**src/rtl/set_req_arbiter_pkg.sv**
```systemverilog
// ============================================================================
// Module      : set_req_arbiter_pkg
// Description : Shared field widths, mode and FSM encodings for the SET
//               request arbiter.
// Revision    : 1.0 - initial release
// ============================================================================
`default_nettype none

package set_req_arbiter_pkg;

  localparam int c_central_w = 24;
  localparam int c_radius_w  = 12;
  localparam int c_mode_w    = 2;
  localparam int c_cand_w    = 8;
  localparam int c_cnt_w     = 16;

  typedef enum logic [1:0] {
    MODE_0 = 2'b00,
    MODE_1 = 2'b01,
    MODE_2 = 2'b10,
    MODE_3 = 2'b11
  } set_mode_t;

  typedef enum logic [1:0] {
    ST_IDLE  = 2'b00,
    ST_ISSUE = 2'b01,
    ST_WAIT  = 2'b10,
    ST_RESP  = 2'b11
  } arb_state_t;

endpackage

`default_nettype wire

```
**src/rtl/set_req_arbiter_rr_arbiter.sv**
```systemverilog
// ============================================================================
// Module      : rr_arbiter
// Description : Combinational round-robin pick: first asserted request at or
//               after pointer p, wrapping NREQ-1 -> 0.
// Revision    : 1.0 - initial release
// ============================================================================
`default_nettype none

module rr_arbiter
  import set_req_arbiter_pkg::*;
#(
  parameter int NREQ = 4,
  parameter int IDXW = 2
) (
  input  logic [NREQ-1:0] req,
  input  logic [IDXW-1:0] p,
  output logic [NREQ-1:0] grant,
  output logic [IDXW-1:0] idx
);

  int   w_j;
  logic w_found;

  always_comb begin
    grant   = '0;
    idx     = '0;
    w_found = 1'b0;
    w_j     = 0;
    for (int k = 0; k < NREQ; k++) begin
      w_j = int'(p) + k;
      if (w_j >= NREQ) w_j = w_j - NREQ;
      if (!w_found && req[w_j]) begin
        w_found    = 1'b1;
        grant[w_j] = 1'b1;
        idx        = IDXW'(w_j);
      end
    end
  end

endmodule

`default_nettype wire

```
**src/rtl/set_req_arbiter.sv**
```systemverilog
// ============================================================================
// Module      : set_req_arbiter
// Description : Shares one SET core between NREQ requesters; round-robin
//               issue, wait for result or timeout, respond to the winner.
// Revision    : 1.0 - initial release
// ============================================================================
`default_nettype none

module set_req_arbiter
  import set_req_arbiter_pkg::*;
#(
  parameter int NREQ    = 4,
  parameter int TIMEOUT = 1024
) (
  input  logic                        clk,
  input  logic                        rst,
  input  logic [NREQ-1:0]             req,
  input  logic [c_central_w*NREQ-1:0] req_central,
  input  logic [c_radius_w*NREQ-1:0]  req_radius,
  input  logic [c_mode_w*NREQ-1:0]    req_mode,
  output logic [NREQ-1:0]             req_ack,
  output logic [NREQ-1:0]             rsp_valid,
  output logic [c_cand_w-1:0]         rsp_candidate,
  output logic                        rsp_err,
  output logic                        arb_busy,
  output logic                        set_en,
  output logic [c_central_w-1:0]      set_central,
  output logic [c_radius_w-1:0]       set_radius,
  output logic [c_mode_w-1:0]         set_mode,
  input  logic                        set_busy,
  input  logic                        set_valid,
  input  logic [c_cand_w-1:0]         set_candidate
);

  localparam int IDXW = $clog2(NREQ);
  localparam logic [c_cnt_w-1:0] c_cnt_last = c_cnt_w'(TIMEOUT - 1);
  localparam logic [IDXW-1:0]    c_idx_last = IDXW'(NREQ - 1);

  arb_state_t              r_state, w_state_nxt;
  logic [IDXW-1:0]         r_ptr, w_ptr_nxt;
  logic [c_cnt_w-1:0]      r_cnt, w_cnt_nxt;
  logic [NREQ-1:0]         r_win, w_win_nxt;
  logic [NREQ-1:0]         r_req_ack, w_req_ack_nxt;
  logic [NREQ-1:0]         r_rsp_valid, w_rsp_valid_nxt;
  logic [c_cand_w-1:0]     r_rsp_cand, w_rsp_cand_nxt;
  logic                    r_rsp_err, w_rsp_err_nxt;
  logic                    r_set_en, w_set_en_nxt;
  logic [c_central_w-1:0]  r_set_central, w_set_central_nxt;
  logic [c_radius_w-1:0]   r_set_radius, w_set_radius_nxt;
  logic [c_mode_w-1:0]     r_set_mode, w_set_mode_nxt;

  logic [NREQ-1:0]         w_grant;
  logic [IDXW-1:0]         w_idx;

  rr_arbiter #(
    .NREQ (NREQ),
    .IDXW (IDXW)
  ) u_rr (
    .req   (req),
    .p     (r_ptr),
    .grant (w_grant),
    .idx   (w_idx)
  );

  always_comb begin
    w_state_nxt       = r_state;
    w_ptr_nxt         = r_ptr;
    w_cnt_nxt         = r_cnt;
    w_win_nxt         = r_win;
    w_req_ack_nxt     = '0;
    w_rsp_valid_nxt   = '0;
    w_rsp_cand_nxt    = r_rsp_cand;
    w_rsp_err_nxt     = r_rsp_err;
    w_set_en_nxt      = 1'b0;
    w_set_central_nxt = '0;
    w_set_radius_nxt  = '0;
    w_set_mode_nxt    = '0;
    case (r_state)
      ST_IDLE: begin
        // Payload goes straight into the set_* registers so it is on the
        // core interface for the single ISSUE cycle.
        if ((|req) && !set_busy) begin
          w_state_nxt       = ST_ISSUE;
          w_win_nxt         = w_grant;
          w_req_ack_nxt     = w_grant;
          w_set_en_nxt      = 1'b1;
          w_set_central_nxt = req_central[int'(w_idx)*c_central_w +: c_central_w];
          w_set_radius_nxt  = req_radius[int'(w_idx)*c_radius_w +: c_radius_w];
          w_set_mode_nxt    = req_mode[int'(w_idx)*c_mode_w +: c_mode_w];
          w_ptr_nxt         = (w_idx == c_idx_last) ? '0 : w_idx + 1'b1;
        end
      end
      ST_ISSUE: begin
        w_state_nxt = ST_WAIT;
        w_cnt_nxt   = '0;
      end
      ST_WAIT: begin
        // A result arriving on the last counted cycle still beats the timeout.
        if (set_valid) begin
          w_state_nxt     = ST_RESP;
          w_rsp_valid_nxt = r_win;
          w_rsp_cand_nxt  = set_candidate;
          w_rsp_err_nxt   = 1'b0;
        end else if (r_cnt == c_cnt_last) begin
          w_state_nxt     = ST_RESP;
          w_rsp_valid_nxt = r_win;
          w_rsp_cand_nxt  = '0;
          w_rsp_err_nxt   = 1'b1;
        end else begin
          w_cnt_nxt = r_cnt + 1'b1;
        end
      end
      ST_RESP: begin
        w_state_nxt = ST_IDLE;
      end
      default: begin
        w_state_nxt = ST_IDLE;
      end
    endcase
  end

  always_ff @(posedge clk or posedge rst) begin
    if (rst) begin
      r_state       <= ST_IDLE;
      r_ptr         <= '0;
      r_cnt         <= '0;
      r_win         <= '0;
      r_req_ack     <= '0;
      r_rsp_valid   <= '0;
      r_rsp_cand    <= '0;
      r_rsp_err     <= 1'b0;
      r_set_en      <= 1'b0;
      r_set_central <= '0;
      r_set_radius  <= '0;
      r_set_mode    <= '0;
    end else begin
      r_state       <= w_state_nxt;
      r_ptr         <= w_ptr_nxt;
      r_cnt         <= w_cnt_nxt;
      r_win         <= w_win_nxt;
      r_req_ack     <= w_req_ack_nxt;
      r_rsp_valid   <= w_rsp_valid_nxt;
      r_rsp_cand    <= w_rsp_cand_nxt;
      r_rsp_err     <= w_rsp_err_nxt;
      r_set_en      <= w_set_en_nxt;
      r_set_central <= w_set_central_nxt;
      r_set_radius  <= w_set_radius_nxt;
      r_set_mode    <= w_set_mode_nxt;
    end
  end

  assign req_ack       = r_req_ack;
  assign rsp_valid     = r_rsp_valid;
  assign rsp_candidate = r_rsp_cand;
  assign rsp_err       = r_rsp_err;
  assign arb_busy      = (r_state != ST_IDLE);
  assign set_en        = r_set_en;
  assign set_central   = r_set_central;
  assign set_radius    = r_set_radius;
  assign set_mode      = r_set_mode;

endmodule

`default_nettype wire

```
**config.mk**
```make
export PLATFORM = sky130hd
export DESIGN_NAME = set_req_arbiter
export DESIGN_NICKNAME = d
export VERILOG_FILES = /design/src/rtl/set_req_arbiter_pkg.sv /design/src/rtl/set_req_arbiter_rr_arbiter.sv /design/src/rtl/set_req_arbiter.sv
export SDC_FILE = /design/constraint.sdc
export NUM_CORES = 1
export LEC_CHECK = 0
export ABC_CLOCK_PERIOD_IN_PS = 3000
export BUFFER_PORTS_ARGS = -buffer_cell sky130_fd_sc_hd__buf_2
export CAP_MARGIN = 20
export CORE_ASPECT_RATIO = 1.1
export CORE_MARGIN = 4
export CORE_UTILIZATION = 41
export CTS_BUF_LIST = sky130_fd_sc_hd__clkbuf_16
export DETAILED_ROUTE_END_ITERATION = 8
export PLACE_DENSITY = 0.8
export SYNTH_ARGS = -nofsm -noshare
export SYNTH_HDL_FRONTEND = slang
export SYNTH_SLANG_ARGS = --single-unit
export TNS_END_PERCENT = 10
```
**constraint.sdc**
```tcl
create_clock -name clk -period 3 [get_ports clk]
set_input_delay 0 -clock clk [delete_from_list [all_inputs] [get_ports clk]]
set_output_delay 0 -clock clk [all_outputs]
set_load 0.05 [all_outputs]
```
# After elaboration in Yosys (flattened, before gate mapping)
# Cells that the tools add are included.
# word_totals
register_bits	80
# op_classes
addsub	9
multipliers	2
n_lt_le_gt_ge	12
eq_ne	9
n_shift	3
n_mux	60
n_bitwise	3
n_reduce_logical	21
# op_table
operator	n
$ge 32x1->1 const B	4
$lt 32x4->1 const B	4
$mux 32	4
$ge 32x4->1 const B	3
$shiftx 96x8->24	1
$sub 32x4->32 const B	3
$mux 24	2
$shiftx 48x7->12	1
$mux 4	9
$mux 16	2
$pmux 16 s2	1
$mux 12	2
$mux 2	10
$mux 1	19
$add 16x1->16 const B	1
$eq 16x10->1 const B	1
$mux 8	2
$or 4x4->4	3
$bmux 1 s2	4
$demux 1 s2	4
$logic_and 1x1->1	8
$mul 2x2->4 const B	2
$pmux 2 s4	1
$shiftx 8x4->2	1
other kinds (15)	27

# Logic depth before layout (Yosys ltp)
# Gate-level depths: netlist of the first run.
# logic_depth
word_depth	19
depth_mapped	12

# Hierarchy
# A second synthesis of the first run with hierarchy kept.
# unflattened
hier_cells	379
area_unflattened_um2	4611.9
# by_module_without_submodules
module	n_inst	cells_each	area_per_inst_um2	seq_area_each_um2
set_req_arbiter	1	311	4085.2	2001.9
rr_arbiter	1	68	526.8	0.0

# Worst setup path after synthesis of the first run
# Ideal clock, no wire load.
# synth_path
kind	flip-flop to flip-flop
startpoint	register r_ptr[0]
endpoint	register r_set_central[10] (netlist: set_central[10])
setup_ns	0.083
t_arrival_ns	2.823
required_time_ns	2.917
slack_ns	0.093
path_stages_with_launch	13
synth_period_minus_slack_ns	2.907
cell_sequence	dfrtp_1 > buf_2 > inv_1 > ha_1 > buf_2 > or3b_1 > a211o_1 > a21oi_1 > o31ai_1 > or2_1 > buf_6 > buf_6 > o22ai_1
# synth_via
elab_chain_cells	19
# synth_lines
item	line	source
from (decl)	set_req_arbiter.sv:40	logic [IDXW-1:0] r_ptr, w_ptr_nxt;
from (signal assigned)	set_req_arbiter.sv:138	r_ptr <= w_ptr_nxt;
branches (longest 14 deep; another with $sub 32x4->32)	n/a	
$mux 2 (*)	set_req_arbiter_rr_arbiter.sv:32	if (!w_found && req[w_j]) begin
$mul 2x2->4 (*)	set_req_arbiter.sv:87	w_set_central_nxt = req_central[int'(w_idx)*c_central_w +: c_central_w];
$shiftx 96x8->24 (*)	set_req_arbiter.sv:87	
$mux 24 (*)	set_req_arbiter.sv:82	if ((|req) && !set_busy) begin
$mux 24 (*)	set_req_arbiter.sv:78	case (r_state)
net w_set_central_nxt[10]	set_req_arbiter.sv:48	logic [c_central_w-1:0] r_set_central, w_set_central_nxt;
to (signal assigned)	set_req_arbiter.sv:146	r_set_central <= w_set_central_nxt;
to (decl)	set_req_arbiter.sv:48	
# Mark *: on every way through the listed nets, which the timed path passes. The select of a mux whose other input is x is not followed.
# A chain may end at the register's enable or synchronous reset.

# Worst setup path after layout of the first run
# layout_path
startpoint	register r_ptr[0]
endpoint	register r_set_radius[2] (netlist: set_radius[2])
# layout_via
elab_chain_cells	19
# layout_lines
item	line	source
branches (longest 14 deep; another with $sub 32x4->32)	n/a	
$mux 2 (*)	set_req_arbiter_rr_arbiter.sv:32	
$mul 2x2->4 (*)	set_req_arbiter.sv:88	w_set_radius_nxt = req_radius[int'(w_idx)*c_radius_w +: c_radius_w];
$shiftx 48x7->12 (*)	set_req_arbiter.sv:88	
$mux 12 (*)	set_req_arbiter.sv:82	
$mux 12 (*)	set_req_arbiter.sv:78	
net w_set_radius_nxt[2]	set_req_arbiter.sv:49	logic [c_radius_w-1:0] r_set_radius, w_set_radius_nxt;
to (signal assigned)	set_req_arbiter.sv:147	r_set_radius <= w_set_radius_nxt;
to (decl)	set_req_arbiter.sv:49	
# Marks and branches as above.

==> results of run 1 <==
[critical path: stages, from the launching register on]
cell,delay (ns)
dfrtp_1,0.33
buf_4,0.24
mux4_2,0.56
a2111oi_2,0.43
a211oi_4,0.10
clkbuf_16,0.22
mux2i_1,0.20
dlygate4sd3_1,0.61
o22ai_1,0.10
[what timing repair did]
action	4_1_cts	5_1_grt
gates resized for setup	0	5
setup buffers	0	2
hold buffers	111	0
endpoints found under the hold margin	84	0
endpoints found under the setup margin	0	27
[cell usage in the layout, fill, tap and decap left out, types with 4 or more instances in the layout]
cell,Yosys,final
mux2_2,4,4
and2_1,4,4
nand2_1,22,22
clkbuf_16,0,10
dlygate4sd3_1,0,111
o21ai_0,9,9
diode_2,0,6
or3_1,4,4
nor3_1,5,4
mux2i_1,88,87
a21o_1,4,4
buf_2,11,224
nand3_1,15,15
nor2_1,11,11
buf_4,1,11
inv_1,11,10
ha_1,11,11
dfrtp_1,80,80
o211ai_1,4,4
o22ai_1,41,41
a21oi_1,10,10
a22o_1,12,12
[sequential cells by signal (all words and copies together) (netlist names)]
signal         count
r_win              4
r_state            2
set_radius        12
r_ptr              2
rsp_valid          4
set_mode           2
rsp_err            1
set_central       24
req_ack            4
set_en             1
rsp_candidate      8
r_cnt             16
[kinds of logic after synthesis]
group           after synthesis  share of synthesized area
compound gates               91                      0.138
xor+xnor                      3                    0.00604
mux                          94                      0.223
buf+inv                      36                     0.0454
fa+ha+maj                    11                     0.0316
simple gates                 81                     0.0955
flops                        80                      0.460
[worst max path at each step]
stage | end | startpoint
5_1_grt | set_radius[2]$_DFF_PP0_ | r_ptr[0]$_DFFE_PP0P_
4_1_cts | set_radius[9]$_DFF_PP0_ | r_ptr[0]$_DFFE_PP0P_
6_report | set_radius[2]$_DFF_PP0_ | r_ptr[0]$_DFFE_PP0P_
3_3_place_gp | set_central[11]$_DFF_PP0_ | r_ptr[1]$_DFFE_PP0P_
2_1_floorplan | set_central[10]$_DFF_PP0_ | r_ptr[0]$_DFFE_PP0P_
3_5_place_dp | set_central[6]$_DFF_PP0_ | r_ptr[1]$_DFFE_PP0P_
[power by group through the flow]
stage          logic [mW]  registers [mW]  clock network, mW
2_1_floorplan        1.90            2.34                  0
3_3_place_gp         3.41            1.53                  0
3_5_place_dp         3.49            1.54                  0
4_1_cts              3.70            1.52               1.04
5_1_grt              4.19            1.56               1.09
6_report             3.97            1.53               1.03
[layout make-up]
class	instances	area [µm²]	share of cell area
multi-input combinational	280	2180	0.308
inverter	11	42.5	0.00601
sequential	80	2000	0.283
antenna	6	15.0	0.00212
clock inverter	7	55.1	0.00777
tap	143	179	0.0253
clock buffer	9	225	0.0318
timing repair buffer	350	2380	0.336
[per-layer routing]
| metal | GRT usage | vias up | share of wire |
|---|---|---|---|
| li1 | - | 2156 | - |
| met3 | 0.0981 | 93 | 0.10 |
| met4 | 0.142 | 0 | 0.056 |
| met5 | 0 | - | 0 |
| met2 | 0.455 | 346 | 0.48 |
| met1 | 0.329 | 2297 | 0.36 |
[per-stage QoR]
stage | hold slack, ns | setup WS (ns) | total power [mW] | instances
after floorplan | 0.133 | 0.0933 | 4.24 | 396
after global placement | 0.168 | 0.370 | 4.94 | 749
after detailed placement | 0.177 | 0.226 | 5.03 | 749
after CTS | 0.000185 | 0.0274 | 6.26 | 876
after global routing | 0.0134 | -0.0455 | 6.85 | 884
final | -0.00519 | 0.0813 | 6.53 | 886
==> metrics.yaml, run 1 <==
status: "finished, violations left"
violations: "negative hold slack"
area_delta_synth_final_pct: 62.8
leakage_nw: 3.73
cts_buffers: 9
synth.distinct_cells: 43
rsz0062_at_grt: "yes"
async_flop_share: 1.00
yosysTopAreaCell: "dfrtp_1"
wirelength_um: 17900
p_switching_mw: 3.06
worst_pin_slew_ns: 0.801
fin_crit_ns: 2.92
rr_worst_depth: 8
viasPerCell: 5.52
finalNetCount: 911
worstSetupPathType: "reg -> reg"
drc_errors: 0
core_mm2: 0.0104
finalHoldViolCount: 1
critPathLaunchType: "flip-flop"
crit_arrival_ns: 3.13
pwr-share-seq: 0.234
grt_pass1_wl_um: 26700
synth_ff_type: "dfrtp_1"
setup-violations-final: 0
finalCritPeriodShare: 0.973
crit_path_end_kind: "flip-flop"
utilization: 0.681
clock.fmax_mhz: 343
clock_latency_ns: 0.34
grt.overflow.total: 0
p_int_mw: 3.47
crit_fanout: 15
holdPathStages: 3
row_count: 39
finClkSkew_ns: 0.0166
clk_path_buf_depth: 2
r2r-end: "set_radius[2]$_DFF_PP0_"
antenna_found_initial: 4
ys_warn_count: 0
io_buffers: 224
cap_violations: 0
cts_tree: "built"
dpl.hpwl_um: 10400
clkTransAtPathRegs_ns: 0.07
synthTopCellsByArea: "dfrtp_1 46%, mux2i_1 20%, o22ai_1 5.9%"
ir_worst_vdd_mv: 0.599
syn_area_mm2: 0.00435
synth_cells: 396
die_area_mm2: 0.0123
whs_ns: -0.00519
synth.top_cell.area_share: 0.460
r2r-start: "r_ptr[0]$_DFFE_PP0P_"
place_congestion: 0.911
power.density_mw_per_mm2: 922
yosysMostFrequentCell: "mux2i_1"
wire_per_inst_um: 20.2
ant_nets: 0
fill_cells: 730
synthTopCellsByCount: "88 x mux2i_1, 80 x dfrtp_1, 41 x o22ai_1, 22 x nand2_1, 15 x nand3_1"
start_util: 0.419
min_path_type: "in -> reg"
grt_max_degree: 55
p_comb_frac: 0.608
avgSynthCellArea_um2: 11.0
h-tree-depth: 3
swShare: 0.469
hold_end: "set_central[0]$_DFF_PP0_"
synth_fp_nets: 575
slew_headroom: 0.465
via_count: 4892
finalInstanceArea_mm2: 0.00708
final_layout_size_suffix_gt1_frac: 0.361
ys_seq_area_frac: 0.460
fin_setup_tns_ns: 0
cp.required_ns: 3.21
ys_seq_elements: 80
reg2reg_slack_ns: 0.08
dr.pass1.iters: 5
cts_root_buf: "clkbuf_16"
die_h_um: 116
cts.sinks: 80
grt_pass1_vias: 5128
grt_usage: 0.279
hp-start: "req_central[72]"
io_pins: 225
drt_iter0_markers: 234
slew_viol_final: 0
die_w_um: 106
placed_area_mm2: 0.00562
synth_edf_count: 0
clkPwrFrac: 0.158
(Power assumes the default switching activity.)
==> run 2, diff against run 1 <==
- CORE_UTILIZATION: 41 -> 42
- PLACE_DENSITY: 0.8 -> 0.81
- SYNTH_HIERARCHICAL: not set -> 1
==> run 2 against run 1 <==
Synthesized cell count shrank 4.3%. The flow now finishes without violations. Largest cell class is now multi-input combinational cells. Flip-flop and latch count is the same. Clock power is essentially flat. Area after synthesis grew 6.0%. Sequential share of layout area grew 3.3 points. Via count shrank 16%.
==> metrics.yaml, run 2 <==
status: "finished clean"  # was finished, violations left
ys_seq_elements: 80  # unchanged
cts_buffers: 9  # unchanged
ir_worst_vdd_mv: 1.10  # was 0.599 mV
worst_pin_slew_ns: 0.789  # was 0.801 ns
fill_cells: 909  # was 730
cts_tree: "built"  # unchanged
final_layout_size_suffix_gt1_frac: 0.507  # was 0.361
multiInputGateArea_mm2: 0.00245  # was 0.00218 mm²
cap_violations: 0  # unchanged
cts.sinks: 80  # unchanged
grt_pass1_wl_um: 21900  # was 26700 µm
synth_edf_count: 0  # unchanged
core_mm2: 0.0105  # was 0.0104 mm²
wire_per_inst_um: 18.1  # was 20.2 µm
reg2reg_slack_ns: 0.28  # was 0.08 ns
place_congestion: 0.876  # was 0.911
diodes: 0  # was 6
clkTransAtPathRegs_ns: 0.06  # was 0.07 ns
pwr-share-seq: 0.233  # was 0.234
async_flop_share: 1.00  # unchanged
die_h_um: 118  # was 116 µm
synthTopCellsByArea: "dfrtp_1 43%, mux4_2 20%, and2_1 5.3%"  # was dfrtp_1 46%, mux2i_1 20%, o22ai_1 5.9%
dp_cells: 730  # was 749
synth.distinct_cells: 58  # was 43
hold_end: "set_radius[2]$_DFF_PP0_"  # was set_central[0]$_DFF_PP0_
finalHoldViolCount: 0  # was 1
worstSetupPathType: "reg -> reg"  # unchanged
layout_common_cells: "224 x buf_2, 80 x dfrtp_1, 41 x mux4_2, 39 x and2_1, 22 x nand2_1"  # was 224 x buf_2, 111 x dlygate4sd3_1, 87 x mux2i_1, 80 x dfrtp_1, 41 x o22ai_1
r2r-start: "r_ptr[0]$_DFFE_PP0P_"  # unchanged
avgSynthCellArea_um2: 12.2  # was 11.0 µm²
critPathLaunchType: "flip-flop"  # unchanged
crit_fanout: 28  # was 15
cts_root_buf: "clkbuf_16"  # unchanged
synth_cells: 379  # was 396
yosysMostFrequentCell: "dfrtp_1"  # was mux2i_1
antenna_found_initial: 0  # was 4
swShare: 0.422  # was 0.469
area_delta_synth_final_pct: 37.5  # was 62.8%
dpl.hpwl_um: 10900  # was 10400 µm
finalCritPeriodShare: 0.907  # was 0.973
clk_path_buf_depth: 2  # unchanged
finalNetCount: 789  # was 911
via_count: 4109  # was 4892
whs_ns: 0.0961  # was -0.00519 ns
finClkSkew_ns: 0.00431  # was 0.0166 ns
slew_viol_final: 0  # unchanged
grt_max_degree: 63  # was 55
layout_setup_ws_ns: 0.278  # was 0.0813 ns
io_buffers: 224  # unchanged
rr_worst_depth: 8  # unchanged
synthTopCellsByCount: "80 x dfrtp_1, 41 x mux4_2, 39 x and2_1, 22 x nand2_1, 17 x inv_1"  # was 88 x mux2i_1, 80 x dfrtp_1, 41 x o22ai_1, 22 x nand2_1, 15 x nand3_1
dr.pass1.iters: 5  # unchanged
ant_nets: 0  # unchanged
grt_usage: 0.220  # was 0.279
synth.top_cell.area_share: 0.434  # was 0.460
cp.required_ns: 3.22  # was 3.21 ns
grt_pass1_vias: 4377  # was 5128
ys_seq_area_frac: 0.434  # was 0.460
cp_slowest_cell: "mux4_2"  # was dlygate4sd3_1
die_area_mm2: 0.0127  # was 0.0123 mm²
placed_area_mm2: 0.00593  # was 0.00562 mm²
p_comb_frac: 0.601  # was 0.608
start_util: 0.438  # was 0.419
r2r-end: "set_central[10]$_DFF_PP0_"  # was set_radius[2]$_DFF_PP0_
syn_area_mm2: 0.00461  # was 0.00435 mm²
power.density_mw_per_mm2: 994  # was 922 mW/mm²
hp-start: "req_radius[26]"  # was req_central[72]
leakage_nw: 3.22  # was 3.73 nW
worst_path_most_repeated_cell: "mux4_2"
seq_area_mm2: 0.00200  # unchanged
dp_worst_setup_slack_ns: 0.190  # was 0.226 ns
fin_cells: 755  # was 886
synth_ff_type: "dfrtp_1"  # unchanged
yosysTopAreaCell: "dfrtp_1"  # unchanged
finalInstanceArea_mm2: 0.00634  # was 0.00708 mm²
crit_path_end_kind: "flip-flop"  # unchanged
crit_arrival_ns: 2.94  # was 3.13 ns
final_common_cell: "buf_2"  # unchanged
p_int_mw: 3.64  # was 3.47 mW
row_count: 39  # unchanged
clock_latency_ns: 0.33  # was 0.34 ns
h-tree-depth: 3  # unchanged
holdPathStages: 3  # unchanged
rsz0062_at_grt: "no"  # was yes
clkPwrFrac: 0.166  # was 0.158
io_pins: 225  # unchanged
drt_iter0_markers: 197  # was 234
clock.fmax_mhz: 367  # was 343 MHz
min_path_type: "in -> reg"  # unchanged
fin_crit_ns: 2.72  # was 2.92 ns
setup-violations-final: 0  # unchanged
drc_errors: 0  # unchanged
p_switching_mw: 2.66  # was 3.06 mW
wirelength_um: 13700  # was 17900 µm
grt.overflow.total: 0  # unchanged
max_stage_delay_ns: 0.62  # was 0.61 ns
viasPerCell: 5.44  # was 5.52
crit_chain: "buf_4 > mux4_2 > or2_4 > a21oi_1 > a31oi_4 > buf_12 > mux4_2 > and2_1"  # was buf_4 > mux4_2 > a2111oi_2 > a211oi_4 > clkbuf_16 > mux2i_1 > dlygate4sd3_1 > o22ai_1
largest_register_ffs: 24  # unchanged
slew_headroom: 0.469  # was 0.465
die_w_um: 108  # was 106 µm
finalPower_mw: 6.30  # was 6.53 mW
ys_warn_count: 6  # was 0
synth_fp_nets: 560  # was 575
==> run 2: worst max-delay path by stage <==
stage / start / depth (start not counted) / slack (ns) / to
3_5_place_dp: r_ptr[1]$_DFFE_PP0P_ / 9 / 0.19 / set_central[12]$_DFF_PP0_
5_1_grt: r_ptr[0]$_DFFE_PP0P_ / 8 / 0.1 / set_central[9]$_DFF_PP0_
4_1_cts: r_ptr[1]$_DFFE_PP0P_ / 9 / 0.18 / set_central[12]$_DFF_PP0_
2_1_floorplan: r_ptr[0]$_DFFE_PP0P_ / 11 / -0.19 / set_central[10]$_DFF_PP0_
3_3_place_gp: r_ptr[0]$_DFFE_PP0P_ / 7 / -0.03 / r_ptr[1]$_DFFE_PP0P_
6_report: r_ptr[0]$_DFFE_PP0P_ / 8 / 0.28 / set_central[10]$_DFF_PP0_
==> run 2: critical path, delay by kind of cell, from the launching register on <==
family | cells | cell delay, ns
flip-flops | 1 | 0.36
AO/OA/AOI/OAI | 2 | 0.40
AND/OR/NAND/NOR | 2 | 0.45
multiplexers | 2 | 0.92
buffers and inverters | 2 | 0.46
==> run 2: logic make-up after synthesis <==
logic type / count (synthesis) / share of synthesized area
buffers and inverters: 45 / 0.0439
flip-flops: 80 / 0.434
AO/OA/AOI/OAI: 60 / 0.0985
XOR/XNOR: 2 / 0.00380
multiplexers: 50 / 0.221
AND/OR/NAND/NOR: 129 / 0.164
adder cells (fa/ha/maj): 13 / 0.0353
==> run 2: repair_timing <==
| action | in CTS | in global routing |
|---|---|---|
| hold buffers | 9 | 0 |
| setup endpoints to repair | 0 | 1 |
| buffers inserted | 0 | 0 |
| resized for setup | 0 | 1 |
| hold endpoints to repair | 69 | 0 |
==> run 2: power groups by stage <==
stage	Clock [mW]	Sequential [mW]	Combinational, mW
floorplan	0	2.20	2.21
global placement	0	1.47	3.66
detailed placement	0	1.48	3.79
CTS	1.08	1.47	3.80
global route	1.13	1.50	4.07
finish	1.04	1.47	3.79
==> run 2: metal layers <==
layer / part of all wire / track usage
met5: 0 / 0
met2: 0.53 / 0.384
met3: 0.072 / 0.0625
met1: 0.38 / 0.255
met4: 0.026 / 0.0734
==> run 2: final cells by class <==
| type | count | share of cell area |
|---|---|---|
| Inverter | 17 | 0.0103 |
| Timing Repair Buffer | 246 | 0.214 |
| Multi-Input combinational cell | 254 | 0.387 |
| Sequential cell | 80 | 0.316 |
| Clock inverter | 6 | 0.00967 |
| Tap cell | 143 | 0.0282 |
| Clock buffer | 9 | 0.0355 |
==> run 2: metrics by stage <==
step | utilization | setup TNS (ns)
3_3_place_gp | 0.561 | -0.0304
6_report | 0.601 | 0
4_1_cts | 0.598 | 0
3_5_place_dp | 0.562 | 0
5_1_grt | 0.601 | 0
2_1_floorplan | - | -1.97
==> run 3, diff against run 2 <==
- BUFFER_PORTS_ARGS: -buffer_cell sky130_fd_sc_hd__buf_2 -> -buffer_cell sky130_fd_sc_hd__clkbuf_2
- SETUP_SLACK_MARGIN: not set -> 0.3
==> run 3 against run 2 <==
Global-route usage increased by 0.26 points. Flip-flop and latch count unchanged. Sequential share of layout area decreased by 1.1 points. Cell count increased by 1.3%. Total power increased by 11%.
==> metrics.yaml, run 3 (same netlist as run 2, synthesis figures left out) <==
grt.overflow.total: 0  # unchanged
grt_max_degree: 57  # was 63
grt_pass1_wl_um: 22000  # was 21900 µm
wirelength_um: 14500  # was 13700 µm
setup-violations-final: 0  # unchanged
crit_arrival_ns: 2.87  # was 2.94 ns
worst_pin_slew_ns: 0.745  # was 0.789 ns
final_common_cell: "clkbuf_2"  # was buf_2
worst_path_most_repeated_cell: "mux4_2"  # unchanged
die_h_um: 118  # unchanged
whs_ns: 0.0795  # was 0.0961 ns
row_count: 39  # unchanged
slew_viol_final: 0  # unchanged
die_area_mm2: 0.0127  # unchanged
grt_pass1_vias: 4372  # was 4377
dp_cells: 730  # unchanged
worstSetupPathType: "reg -> reg"  # unchanged
cts_tree: "built"  # unchanged
slew_headroom: 0.499  # was 0.469
cp.required_ns: 3.22  # about the same
h-tree-depth: 3  # unchanged
crit_fanout: 7  # was 28
largest_register_ffs: 24  # unchanged
ant_nets: 0  # unchanged
finalCritPeriodShare: 0.882  # was 0.907
clock_latency_ns: 0.34  # was 0.33 ns
clk_path_buf_depth: 2  # unchanged
fin_setup_tns_ns: 0  # unchanged
drc_errors: 0  # unchanged
place_congestion: 0.899  # was 0.876
crit_path_end_kind: "flip-flop"  # unchanged
viasPerCell: 5.46  # was 5.44
crit_chain: "inv_6 > ha_4 > mux4_2 > inv_2 > nor2_1 > o31a_2 > buf_12 > clkbuf_16 > mux4_2 > and2_1"  # was buf_4 > mux4_2 > or2_4 > a21oi_1 > a31oi_4 > buf_12 > mux4_2 > and2_1
cap_violations: 0  # unchanged
leakage_nw: 3.34  # was 3.22 nW
finClkSkew_ns: 0.0109  # was 0.00431 ns
min_path_type: "in -> async"  # was in -> reg
power.density_mw_per_mm2: 1060  # was 994 mW/mm²
start_util: 0.438  # unchanged
fin_cells: 765  # was 755
busiest_layer: "met2"  # unchanged
cp_slowest_cell: "dfrtp_2"  # was mux4_2
rsz0062_at_grt: "no"  # unchanged
finalPower_mw: 6.99  # was 6.30 mW
die_w_um: 108  # unchanged
final_layout_size_suffix_gt1_frac: 0.523  # was 0.507
finalHoldViolCount: 0  # unchanged
layout_common_cells: "224 x clkbuf_2, 79 x dfrtp_1, 41 x mux4_2, 39 x and2_1, 22 x nand2_1"  # was 224 x buf_2, 80 x dfrtp_1, 41 x mux4_2, 39 x and2_1, 22 x nand2_1
fin_crit_ns: 2.65  # was 2.72 ns
cts.sinks: 80  # unchanged
met2_usage: 0.384  # about the same
diodes: 0  # unchanged
cts_buffers: 9  # unchanged
finalNetCount: 798  # was 789
grtUsageMet3: 0.0521  # was 0.0625
dpl.hpwl_um: 11000  # was 10900 µm
antenna_found_initial: 0  # unchanged
clock.fmax_mhz: 378  # was 367 MHz
clkTransAtPathRegs_ns: 0.07  # was 0.06 ns
core_mm2: 0.0105  # unchanged
via_count: 4178  # was 4109
max_stage_delay_ns: 0.46  # was 0.62 ns
io_buffers: 224  # unchanged
area_delta_synth_final_pct: 42.5  # was 37.5%
ir_worst_vdd_mv: 0.603  # was 1.10 mV
critPathLaunchType: "flip-flop"  # unchanged
wire_per_inst_um: 18.9  # was 18.1 µm
dr.pass1.iters: 4  # was 5
fill_cells: 874  # was 909
status: "finished clean"  # unchanged
use_met1: 0.271  # was 0.255
cts_root_buf: "clkbuf_16"  # unchanged
grt_usage: 0.222  # was 0.220
io_pins: 225  # unchanged
drt_iter0_markers: 251  # was 197
-- run 3: cell types whose count changed in the layout (fill, tap and decap cells not counted), moves of 4 or more --
cell and delta:
buf_2 -224, clkbuf_2 +224, buf_4 +4, bufinv_16 +4
-- run 3: where the power goes --
group | total [mW] | internal [mW] | switching (mW)
sequential | 1.49 | 1.35 | 0.141
combinational | 4.07 | 1.86 | 2.21
clock | 1.43 | 0.984 | 0.448
total | 6.99 | 4.20 | 2.80
-- run 3: worst paths after layout --
check                                     startpoint                         to  slack [ns]  depth (start not counted)
worst max-delay path            r_ptr[0]$_DFFE_PP0P_    set_radius[0]$_DFF_PP0_        0.35                         10
worst min-delay path                             rst   set_central[7]$_DFF_PP0_        0.08                          3
worst max register to register  r_ptr[0]$_DFFE_PP0P_    set_radius[0]$_DFF_PP0_        0.35                         10
worst min register to register  r_win[2]$_DFFE_PP0P_     rsp_valid[2]$_DFF_PP0_        0.50                          2
max in group asynchronous                        rst       req_ack[2]$_DFF_PP0_        2.08                          5
min in group clk                     req_central[93]  set_central[21]$_DFF_PP0_        0.08                          3
-- run 3: worst max-delay path, delay by kind of cell (launching register included) --
kind,cells,cell delay (ns)
AOI/OAI and AO/OA,1,0.31
adders and majority gates,1,0.30
buffers and inverters,4,0.46
DFF,1,0.46
muxes,2,0.77
and+or+nand+nor,2,0.22
-- run 3: repair_timing --
item,in CTS,in global routing
cloned,0,3
endpoints found under the hold margin,63,0
buffers inserted,2,4
setup endpoints to repair,35,35
pin swaps,2,0
gates resized for setup,1,2
hold buffers,9,0
-- run 3: layout make-up --
type                       count  area [µm²]  area share
tap                          143         179      0.0272
clock inverter                 7         166      0.0253
clock buffer                   9         225      0.0343
timing repair buffer         255        1480       0.225
multi-input combinational    254        2450       0.373
sequential                    80        2000       0.305
inverter                      17        70.1      0.0107
-- run 3: through the flow --
stage,util,setup slack [ns],instance area (µm²)
2_1_floorplan,-,0.242,4680
3_3_place_gp,0.563,0.192,5930
3_5_place_dp,0.563,0.0991,5930
4_1_cts,0.610,0.314,6430
5_1_grt,0.623,0.264,6570
6_report,0.623,0.354,6570
-- run 3: routing by layer --
| metal | part of all wire | routed length (µm) | up-vias |
|---|---|---|---|
| met5 | 0 | 0 | - |
| met4 | 0.028 | 399 | 0 |
| met2 | 0.52 | 7580 | 201 |
| met1 | 0.37 | 5350 | 2059 |
| met3 | 0.079 | 1150 | 31 |
| li1 | - | - | 1887 |
